File: config.mk
export PLATFORM = sky130hd
export DESIGN_NAME = mem_arbiter
export DESIGN_NICKNAME = d
export VERILOG_FILES = /design/src/rtl/mem_arbiter.sv
export SDC_FILE = /design/constraint.sdc
export NUM_CORES = 1
export LEC_CHECK = 0
export ABC_AREA = 1
export CORE_AREA = 2 2 117 119
export DETAILED_ROUTE_END_ITERATION = 10
export DIE_AREA = 0 0 119 121
export GPL_ROUTABILITY_DRIVEN = 0
export PLACE_DENSITY = 0.63
export SETUP_SLACK_MARGIN = 0.4
export SLEW_MARGIN = 25
export SYNTH_ARGS = -nofsm -noshare
export SYNTH_HDL_FRONTEND = slang
export SYNTH_SLANG_ARGS = --single-unit
File: constraint.sdc
create_clock -name CLK -period 2.4 [get_ports CLK]
set_clock_uncertainty 0.05 [all_clocks]
set_input_delay 0.48 -clock CLK [delete_from_list [all_inputs] [get_ports CLK]]
set_output_delay 0.48 -clock CLK [all_outputs]
set_load 0.05 [all_outputs]
File: src/rtl/mem_arbiter.sv
// mem_arbiter: shares one single-ported memory between two requesters.
//   Port 0 is the CPU memory port; port 1 is the loader/debug port.
//   Round-robin arbitration with a burst cap; read data returns to the issuing port.
// Ports:
//   CLK, rst_n              clock, asynchronous active-low reset
//   reqN/weN/addrN/wdataN   request, write enable, byte address, write data (N = 0, 1)
//   gntN                    access performed this cycle
//   rvalidN/rdataN          read data return, one cycle after a read grant
//   mem_re/mem_we/mem_addr/mem_wdata/mem_rdata   memory side
//   owner                   0 = idle, 1 = port 0 owns, 2 = port 1 owns
module mem_arbiter #(
    parameter int unsigned MAX_BURST = 4
) (
    input  logic        CLK,
    input  logic        rst_n,
    input  logic        req0,
    input  logic        req1,
    input  logic        we0,
    input  logic        we1,
    input  logic [31:0] addr0,
    input  logic [31:0] addr1,
    input  logic [31:0] wdata0,
    input  logic [31:0] wdata1,
    output logic        gnt0,
    output logic        gnt1,
    output logic        rvalid0,
    output logic        rvalid1,
    output logic [31:0] rdata0,
    output logic [31:0] rdata1,
    output logic        mem_re,
    output logic        mem_we,
    output logic [31:0] mem_addr,
    output logic [31:0] mem_wdata,
    input  logic [31:0] mem_rdata,
    output logic [1:0]  owner
);

    typedef enum logic [1:0] {
        StIdle = 2'd0,
        StOwn0 = 2'd1,
        StOwn1 = 2'd2
    } state_e;

    state_e      r_state, w_state_nxt;
    logic        r_last, w_last_nxt;      // last port granted (1 = port 1)
    logic [3:0]  r_cnt, w_cnt_nxt;        // consecutive grants to the current owner
    logic        r_rvalid0, r_rvalid1;

    logic        w_gnt0, w_gnt1;
    logic [4:0]  w_cnt_inc;
    logic        w_cap;
    logic [3:0]  w_cnt_sat;

    assign w_cnt_inc = {1'b0, r_cnt} + 5'd1;
    assign w_cap     = (w_cnt_inc == 5'(MAX_BURST));
    // Without competition the count just sticks at 15.
    assign w_cnt_sat = (r_cnt == 4'hF) ? r_cnt : w_cnt_inc[3:0];

    // State register
    always_ff @(posedge CLK or negedge rst_n) begin
        if (!rst_n) begin
            r_state   <= StIdle;
            r_last    <= 1'b1;
            r_cnt     <= 4'd0;
            r_rvalid0 <= 1'b0;
            r_rvalid1 <= 1'b0;
        end else begin
            r_state   <= w_state_nxt;
            r_last    <= w_last_nxt;
            r_cnt     <= w_cnt_nxt;
            r_rvalid0 <= w_gnt0 & ~we0;
            r_rvalid1 <= w_gnt1 & ~we1;
        end
    end

    // Next-state logic
    always_comb begin
        w_state_nxt = r_state;
        w_last_nxt  = r_last;
        w_cnt_nxt   = r_cnt;
        unique case (r_state)
            StIdle: begin
                w_cnt_nxt = 4'd0;
                if (req0 && req1) begin
                    w_state_nxt = r_last ? StOwn0 : StOwn1;
                end else if (req0) begin
                    w_state_nxt = StOwn0;
                end else if (req1) begin
                    w_state_nxt = StOwn1;
                end
            end
            StOwn0: begin
                if (w_gnt0) begin
                    w_last_nxt = 1'b0;
                    w_cnt_nxt  = w_cnt_sat;
                end
                if (req1 && ((w_cap && w_gnt0) || !req0)) begin
                    w_state_nxt = StOwn1;
                    w_cnt_nxt   = 4'd0;
                end else if (!req0 && !req1) begin
                    w_state_nxt = StIdle;
                    w_cnt_nxt   = 4'd0;
                end
            end
            StOwn1: begin
                if (w_gnt1) begin
                    w_last_nxt = 1'b1;
                    w_cnt_nxt  = w_cnt_sat;
                end
                if (req0 && ((w_cap && w_gnt1) || !req1)) begin
                    w_state_nxt = StOwn0;
                    w_cnt_nxt   = 4'd0;
                end else if (!req0 && !req1) begin
                    w_state_nxt = StIdle;
                    w_cnt_nxt   = 4'd0;
                end
            end
            default: begin
                w_state_nxt = StIdle;
                w_cnt_nxt   = 4'd0;
            end
        endcase
    end

    // Output logic: only the owner can be granted, and only while it requests.
    always_comb begin
        w_gnt0    = 1'b0;
        w_gnt1    = 1'b0;
        mem_re    = 1'b0;
        mem_we    = 1'b0;
        mem_addr  = 32'h0;
        mem_wdata = 32'h0;
        owner     = 2'd0;
        unique case (r_state)
            StOwn0: begin
                owner  = 2'd1;
                w_gnt0 = req0;
                if (req0) begin
                    mem_re    = ~we0;
                    mem_we    = we0;
                    mem_addr  = addr0;
                    mem_wdata = wdata0;
                end
            end
            StOwn1: begin
                owner  = 2'd2;
                w_gnt1 = req1;
                if (req1) begin
                    mem_re    = ~we1;
                    mem_we    = we1;
                    mem_addr  = addr1;
                    mem_wdata = wdata1;
                end
            end
            default: begin
                owner = 2'd0;
            end
        endcase
    end

    assign gnt0    = w_gnt0;
    assign gnt1    = w_gnt1;
    assign rvalid0 = r_rvalid0;
    assign rvalid1 = r_rvalid1;
    assign rdata0  = r_rvalid0 ? mem_rdata : 32'h0;
    assign rdata1  = r_rvalid1 ? mem_rdata : 32'h0;

endmodule

* Yosys cells after proc, flatten, opt, wreduce, memory -nomap -nowiden
Index checks and enable logic that the tools add are counted.
W data, S select, Z words.
** Storage, ports and cells
- Word-level logic and storage cells :: 69
- Bits in registers :: 9
** Cells by class
- Add/sub/neg operators :: 1
- Reductions and logical operators :: 14
- Muxes and demuxes :: 36
- Bitwise gates (word level) :: 4
- Equal/unequal tests :: 9
** Operators with widths (number)
- $mux W32 :: 6
- $pmux W32 S2 :: 2
- $mux W4 :: 7
- $mux W2 :: 7
- $ne A4 B4 Y1 const B :: 3
- $mux W1 :: 8
- $pmux W4 S2 :: 1
- $logic_and A1 B1 Y1 :: 6
- $pmux W1 S2 :: 3
- $pmux W2 S3 :: 1
- $add A4 B1 Y5 const B :: 1
- $eq A5 B3 Y1 const B :: 1
- $eq A4 B4 Y1 const B :: 1
- $ne A2 B2 Y1 const B :: 2
- $pmux W2 S2 :: 1
- $reduce_and A3 Y1 :: 1
- $and A1 B1 Y1 :: 2
- $eq A2 B1 Y1 const B :: 1
- $eq A2 B2 Y1 const B :: 1
- $logic_not A1 Y1 :: 2
- $logic_not A2 Y1 :: 1
- $logic_or A1 B1 Y1 :: 2
- $not A1 Y1 :: 2
- $reduce_and A2 Y1 :: 1
- $reduce_bool A2 Y1 :: 1

* Logic depth before layout (Yosys ltp)
Gate-level depths: netlist of run 1.
- Depth after elaboration :: 7
- Depth in mapped cells :: 11
- Depth with buffers taken out :: 11

* Worst setup path before layout of run 1
OpenSTA, ideal clock, no wires.
- Path kind :: reg-to-output
- Start point :: register r_state[1]
- End point :: output mem_wdata[22]
- Data arrival time :: 2116 ps
- Path buffers :: 1
- Cell stages (with the launch flop) :: 8
- Slack :: -246 ps
- Cells stage by stage :: dfrtp_1 inv_1 ha_1 nand2_1 inv_2 buf_2 nand2_1 a21oi_1
** Between the ends
- Word-level cells in the longest chain between the ends :: 2
- Elaborated cells between the ends (all ways) :: 3
- Classes of those cells :: eq/ne (2); mux (1)
** Ends and longest elaborated chain
- start: declaration :: line 44 : state_e r_state, w_state_nxt;
- start signal: assignment :: line 62 : r_state <= StIdle;
- start signal: assignment :: line 68 : r_state <= w_state_nxt;
- $eq A2 B2 Y1 / $eq A2 B1 Y1 (equally long branches) :: line 134 : unique case (r_state)
- $pmux W32 S2 * :: line 134
- end: declaration :: line 33 : output logic [31:0] mem_wdata,
Mark *: on every way between the ends. The rest lies on a longest branch, timed or not.

* Worst setup path after layout of run 1
- Start point :: register r_state[1]
- End point :: output mem_wdata[2]
Same word-level chain as after synthesis.

==> results of run 1 <==
[path summary, 6_finish.rpt]
| kind | from | end | cells past startpoint |
|---|---|---|---|
| min reg2reg | r_last$_DFFE_PN1P_ | r_last$_DFFE_PN1P_ | 2 |
| max reg2reg | r_state[0]$_DFFE_PN0P_ | r_cnt[3]$_DFFE_PN0P_ | 11 |
| min in group asynchronous | rst_n | rvalid0$_DFF_PN0_ | 1 |
| max in group asynchronous | rst_n | r_last$_DFFE_PN1P_ | 1 |
| min | r_last$_DFFE_PN1P_ | r_last$_DFFE_PN1P_ | 2 |
| max | r_state[1]$_DFFE_PN0P_ | mem_wdata[2] | 9 |
[worst register-to-register path, cell delays in order (launching register included)]
cell and delay, ns:
dfrtp_2 0.43, buf_6 0.14, ha_4 0.16, buf_4 0.12, buf_4 0.14, nand3_1 0.09, nand2_1 0.06, nand2_1 0.10
nand2_1 0.06, nand2_1 0.09, nand3_2 0.11, nor2_1 0.12
[report_power, final]
group / internal, uW / leakage [uW] / total, uW / switching [uW]
logic: 3440 / 0.00403 / 7120 / 3690
registers: 195 / 0.000116 / 239 / 43.2
clock network: 222 / 0.0000382 / 299 / 76.4
[metrics by stage]
| step | utilization | power, uW | instances | area (um^2) | hold WS, ns |
|---|---|---|---|---|---|
| CTS | 0.670 | 7300 | 956 | 8770 | 0.446 |
| global route | 0.706 | 7900 | 966 | 9240 | 0.458 |
| finish | 0.706 | 7660 | 966 | 9240 | 0.447 |
| global placement | 0.579 | 5420 | 908 | 7580 | 0.414 |
| detailed placement | 0.579 | 5490 | 908 | 7580 | 0.441 |
| floorplan | - | 3310 | 438 | 2970 | 0.134 |
[per-layer routing]
layer  routed length (um)  vias up  track usage
met5                    0        -            0
met4                  574        0       0.0722
met3                 1180       44       0.0470
met2                10000      219        0.440
met1                 6500     1998        0.238
li1                     -     2019            -
[registers in the layout, indices dropped and copies added (netlist names)]
| name | flops |
|---|---|
| r_cnt | 4 |
| rvalid0 | 1 |
| r_last | 1 |
| r_state | 2 |
| rvalid1 | 1 |
[what timing repair did]
action	CTS	global route
resized for setup	137	73
pin swaps	53	28
gates cloned	15	5
endpoints found under the setup margin	68	68
setup buffers	29	5
[cell type report]
| type | instances | area [um^2] | share of cell area |
|---|---|---|---|
| clock buffer | 4 | 78.8 | 0.00853 |
| sequential | 9 | 229 | 0.0248 |
| tap | 176 | 220 | 0.0238 |
| timing repair buffer | 375 | 5610 | 0.607 |
| multi-input combinational | 324 | 2780 | 0.301 |
| inverter | 78 | 315 | 0.0341 |
[kinds of logic after synthesis]
| logic type | after synthesis | share of synthesized area |
|---|---|---|
| DFF | 9 | 0.110 |
| and+or+nand+nor | 246 | 0.462 |
| buffers and inverters | 105 | 0.208 |
| AOI/OAI and AO/OA | 69 | 0.168 |
| muxes | 1 | 0.00548 |
| adders and majority gates | 7 | 0.0426 |
| xor gates and xnor gates | 1 | 0.00426 |
[cell usage after synthesis]
| cell | n |
|---|---|
| nand2_1 | 220 |
| inv_1 | 76 |
| a21oi_1 | 67 |
| nor2_1 | 15 |
| clkbuf_1 | 9 |
| buf_2 | 8 |
| dfrtp_1 | 8 |
| ha_1 | 7 |
| nand3_1 | 7 |
| buf_4 | 6 |
| buf_1 | 4 |
| inv_2 | 2 |
| nand3_2 | 2 |
| o21ai_0 | 2 |
| dfstp_2 | 1 |
| mux2_2 | 1 |
| nand4_1 | 1 |
| or2_2 | 1 |
| xor2_1 | 1 |
==> flow_metrics.env, run 1 <==
export IMPL_outcome="completed"
export IMPL_grt_usage=0.225
export IMPL_start_util=0.157
export IMPL_dp_slack_ns=-0.0120
export IMPL_fmax_mhz=417
export IMPL_r2r_slack_ns=0.65
export IMPL_ant_nets=0
export IMPL_crit_top_cell="buf_12"
export IMPL_leakagePower_uw=0.00419
export IMPL_die_area_um2=14400
export IMPL_grt_max_degree=34
export IMPL_crit_arrival_ns=1.87
export IMPL_cts_max_path_buffers=2
export IMPL_final_layout_size_suffix_gt1_frac=0.496
export IMPL_grt_pass1_vias=4440
export IMPL_yosys_top_cells_area="nand2_1 40%, a21oi_1 16%, inv_1 14%, dfrtp_1 9.7%, ha_1 4.3%"
export IMPL_root_buffer="clkbuf_16"
export IMPL_syn_nets=611
export IMPL_ir_drop_uv=702
export IMPL_path_class="register to output pin"
export IMPL_slowest_delay_ns=0.44
export IMPL_drt_initial_drc_count=191
export IMPL_htree_num_levels=1
export IMPL_routedWlPerCell_um=18.9
export IMPL_worstHoldPathType="register to register"
export IMPL_postCtsHoldBufs=0
export IMPL_path_clk_slew_ns=0.04
export IMPL_dp_hpwl_um=11900
export IMPL_tns_ns=0
export IMPL_setup_ws_ns=0.00352
export IMPL_synthDominantCellAreaShare=0.402
export IMPL_tightest_slew_ns=0.412
export IMPL_n_antenna_cell=0
export IMPL_rsz0062_at_grt="yes"
export IMPL_crit_buf_inv=5
export IMPL_area_delta_synth_final_pct=349
export IMPL_slowest_stage="dfrtp_2"
export IMPL_grt_first_pass_wirelength_um=25100
export IMPL_period_share=0.999
export IMPL_final_cell_mix="163 x clkdlybuf4s50_1, 150 x buf_12, 125 x nand2_1, 73 x inv_1, 66 x nand2_4"
export IMPL_cap_violations=0
export IMPL_drc=0
export IMPL_first_pass_iters=5
export IMPL_vias_per_cell=4.43
export IMPL_slew_headroom=0.724
export IMPL_netlist_area_um2=2060
export IMPL_slew_violations=0
export IMPL_worstSkewPairLatency_ns=0.24
export IMPL_synth_sequential_area_ratio=0.110
export IMPL_path_max_fanout=11
export IMPL_synth_seq_cells=9
export IMPL_final_common_cell="clkdlybuf4s50_1"
export IMPL_finalHoldViolations=0
export IMPL_finalSetupViolCount=0
export IMPL_cp_data_required_time_ns=1.87
export IMPL_port_buffer_count=301
export IMPL_wl_um=18300
export IMPL_synth_avg_cell_area_um2=4.69
export IMPL_fin_nets=964
export IMPL_placementRows=42
export IMPL_grt_overflow_total=0
export IMPL_netlist_instances=438
export IMPL_antenna_found_initial=0
export IMPL_cp_top_family="buffers and inverters"
export IMPL_pin_count=302
export IMPL_nFillCells=885
export IMPL_setup_worst_path_start_class="register"
export IMPL_cts_buffers=3
export IMPL_ys_types=19
export IMPL_power_density_nw_per_um2=829
export IMPL_cts_tree="built"
export IMPL_cts_sinks=9
export IMPL_yosysWarnings=0
export IMPL_worstSetupEndpointType="output pin"
export IMPL_min_period_ns=2.40
export IMPL_vias=4280
export IMPL_core_area_um2=13100
export IMPL_fp_dieW_um=119
export IMPL_die_y_um=121
export IMPL_worstPathCellList="inv_4 > ha_4 > nand2_4 > inv_6 > buf_4 > buf_12 > nand2_1 > a21oi_4 > buf_12"
export IMPL_yosys_area_top_type="nand2_1"
No activity file was read; power rests on OpenSTA's default activity.
==> run 2, diff against run 1 <==
--- a/config.mk
+++ b/config.mk
@@ -6,11 +6,11 @@
 export NUM_CORES = 1
 export LEC_CHECK = 0
 export ABC_AREA = 1
-export CORE_AREA = 2 2 117 119
+export CORE_AREA = 2 2 116 118
 export DETAILED_ROUTE_END_ITERATION = 10
-export DIE_AREA = 0 0 119 121
+export DIE_AREA = 0 0 118 120
 export GPL_ROUTABILITY_DRIVEN = 0
-export PLACE_DENSITY = 0.63
+export PLACE_DENSITY = 0.64
 export SETUP_SLACK_MARGIN = 0.4
 export SLEW_MARGIN = 25
 export SYNTH_ARGS = -nofsm -noshare
==> constraint.sdc (replaced) <==
create_clock -name CLK -period 2.8 [get_ports CLK]
set_clock_uncertainty 0.05 [all_clocks]
set_input_delay 0.56 -clock CLK [delete_from_list [all_inputs] [get_ports CLK]]
set_output_delay 0.56 -clock CLK [all_outputs]
set_load 0.05 [all_outputs]
==> flow_metrics.env, run 2 (synthesized netlist as in run 1, its figures left out) <==
export IMPL_final_common_cell="nand2_1"
export IMPL_grt_first_pass_wirelength_um=20500
export IMPL_fin_nets=924
export IMPL_path_clk_slew_ns=0.04
export IMPL_crit_arrival_ns=1.77
export IMPL_worstSetupEndpointType="output pin"
export IMPL_vias=3824
export IMPL_htree_num_levels=1
export IMPL_slew_violations=0
export IMPL_final_cell_mix="204 x nand2_1, 164 x clkdlybuf4s50_1, 79 x buf_4, 77 x buf_12, 73 x inv_1"
export IMPL_placementRows=42
export IMPL_min_period_ns=2.38
export IMPL_vias_per_cell=4.13
export IMPL_n_antenna_cell=0
export IMPL_whs_ns=0.426
export IMPL_path_class="register to output pin"
export IMPL_cap_violations=0
export IMPL_area_delta_synth_final_pct=230
export IMPL_top_register="r_cnt"
export IMPL_first_pass_iters=4
export IMPL_routedWlPerCell_um=15.0
export IMPL_fmax_mhz=420
export IMPL_grt_max_degree=34
export IMPL_setup_worst_path_start_class="register"
export IMPL_finalHoldViolations=0
export IMPL_largest_reg_flops=4
export IMPL_worstSkewPairLatency_ns=0.24
export IMPL_fp_dieW_um=118
export IMPL_grt_pass1_vias=3704
export IMPL_cts_max_path_buffers=2
export IMPL_slowest_delay_ns=0.41
export IMPL_ant_nets=0
export IMPL_outcome="completed"
export IMPL_die_y_um=120
export IMPL_crit_top_cell="buf_12"
export IMPL_worstPathCellList="buf_4 > ha_4 > nand2_4 > clkinv_8 > buf_12 > clkbuf_16 > nand2_1 > a21oi_2 > buf_12"
export IMPL_cts_sinks=9
export IMPL_grt_usage=0.185
export IMPL_r2r_slack_ns=1.11
export IMPL_wl_um=13900
export IMPL_fin_cells=926
export IMPL_antenna_found_initial=0
export IMPL_core_area_um2=13000
export IMPL_placedCellCount=897
export IMPL_reg2reg_depth=11
export IMPL_ir_drop_uv=502
export IMPL_die_area_um2=14200
export IMPL_root_buffer="clkbuf_16"
export IMPL_finalSetupViolCount=0
export IMPL_drt_initial_drc_count=125
export IMPL_worstHoldPathType="register to register"
export IMPL_grt_overflow_total=0
export IMPL_period_share=0.850
export IMPL_tightest_slew_ns=0.501
export IMPL_port_buffer_count=301
export IMPL_start_util=0.158
export IMPL_power_density_nw_per_um2=670
export IMPL_final_layout_size_suffix_gt1_frac=0.356
export IMPL_path_max_fanout=6
export IMPL_worstHoldPathCells=2
export IMPL_cts_buffers=3
export IMPL_top_regs="r_cnt (4), r_state (2)"
export IMPL_tns_ns=0
export IMPL_leakagePower_uw=0.00313
export IMPL_drc=0
export IMPL_nFillCells=1214
export IMPL_slew_headroom=0.665
export IMPL_cts_tree="built"
export IMPL_cp_data_required_time_ns=2.19
export IMPL_slowest_stage="dfrtp_2"
export IMPL_dp_hpwl_um=9910
export IMPL_pin_count=302
export IMPL_rsz0062_at_grt="yes"
run 2: final cells by class:
class,count,area (um^2),share of cell area
timing repair buffer,335,4130,0.609
multi-input combinational,324,1810,0.266
sequential,9,229,0.0338
inverter,78,318,0.0469
tap,176,220,0.0325
clock buffer,4,78.8,0.0116
run 2: repair_timing:
| action | CTS | global route |
|---|---|---|
| gates cloned | 8 | 3 |
| gates resized for setup | 61 | 19 |
| hold buffers | 0 | 0 |
| setup buffers | 11 | 3 |
| pin swaps | 24 | 10 |
| setup endpoints to repair | 67 | 67 |
run 2: stage by stage:
| step | power [uW] | cell area [um^2] | utilization | setup WS [ns] |
|---|---|---|---|---|
| after floorplan | 2070 | 2280 | - | 0.146 |
| after global placement | 3520 | 6000 | 0.462 | 0.139 |
| after detailed placement | 3540 | 6000 | 0.462 | 0.0551 |
| after CTS | 4420 | 6630 | 0.511 | 0.369 |
| after global routing | 4760 | 6780 | 0.522 | 0.366 |
| final | 4540 | 6780 | 0.522 | 0.419 |
run 2: power breakdown:
group,internal (uW),leakage [uW],total (uW),switching (uW)
clock,191,0.0000382,255,64.8
sequential,168,0.000116,199,31.1
combinational,1750,0.00297,4090,2340
total,2110,0.00313,4540,2440
run 2: worst paths after layout:
path,start,to
setup / recovery,r_state[0]$_DFFE_PN0P_,mem_wdata[14]
hold / removal,r_last$_DFFE_PN1P_,r_last$_DFFE_PN1P_
setup reg to reg,r_state[0]$_DFFE_PN0P_,r_cnt[1]$_DFFE_PN0P_
max in group asynchronous,rst_n,r_last$_DFFE_PN1P_
hold reg to reg,r_last$_DFFE_PN1P_,r_last$_DFFE_PN1P_
min in group asynchronous,rst_n,r_cnt[2]$_DFFE_PN0P_
run 2: metal layers:
metal	GRT usage	vias up	wire length, um
met3	0.0490	16	1010
met4	0.0361	0	202
met5	0	-	0
met2	0.361	186	7550
met1	0.199	1685	5130
li1	-	1937	-
run 2: worst max-delay path: cells and delay by family (launching register included):
family                     cells  cell delay (ns)
buffers and inverters          5             0.72
adders and majority gates      1             0.16
DFF                            1             0.41
AOI/OAI and AO/OA              1             0.07
and+or+nand+nor                2             0.16
==> run 3, diff against run 2 <==
--- a/config.mk
+++ b/config.mk
@@ -6,6 +6,7 @@
 export NUM_CORES = 1
 export LEC_CHECK = 0
 export ABC_AREA = 1
+export CAP_MARGIN = 20
 export CORE_AREA = 2 2 116 118
 export DETAILED_ROUTE_END_ITERATION = 10
 export DIE_AREA = 0 0 118 120
==> results of run 3 <==
The final DEF is identical to that of run 2; final timing and power are the same.
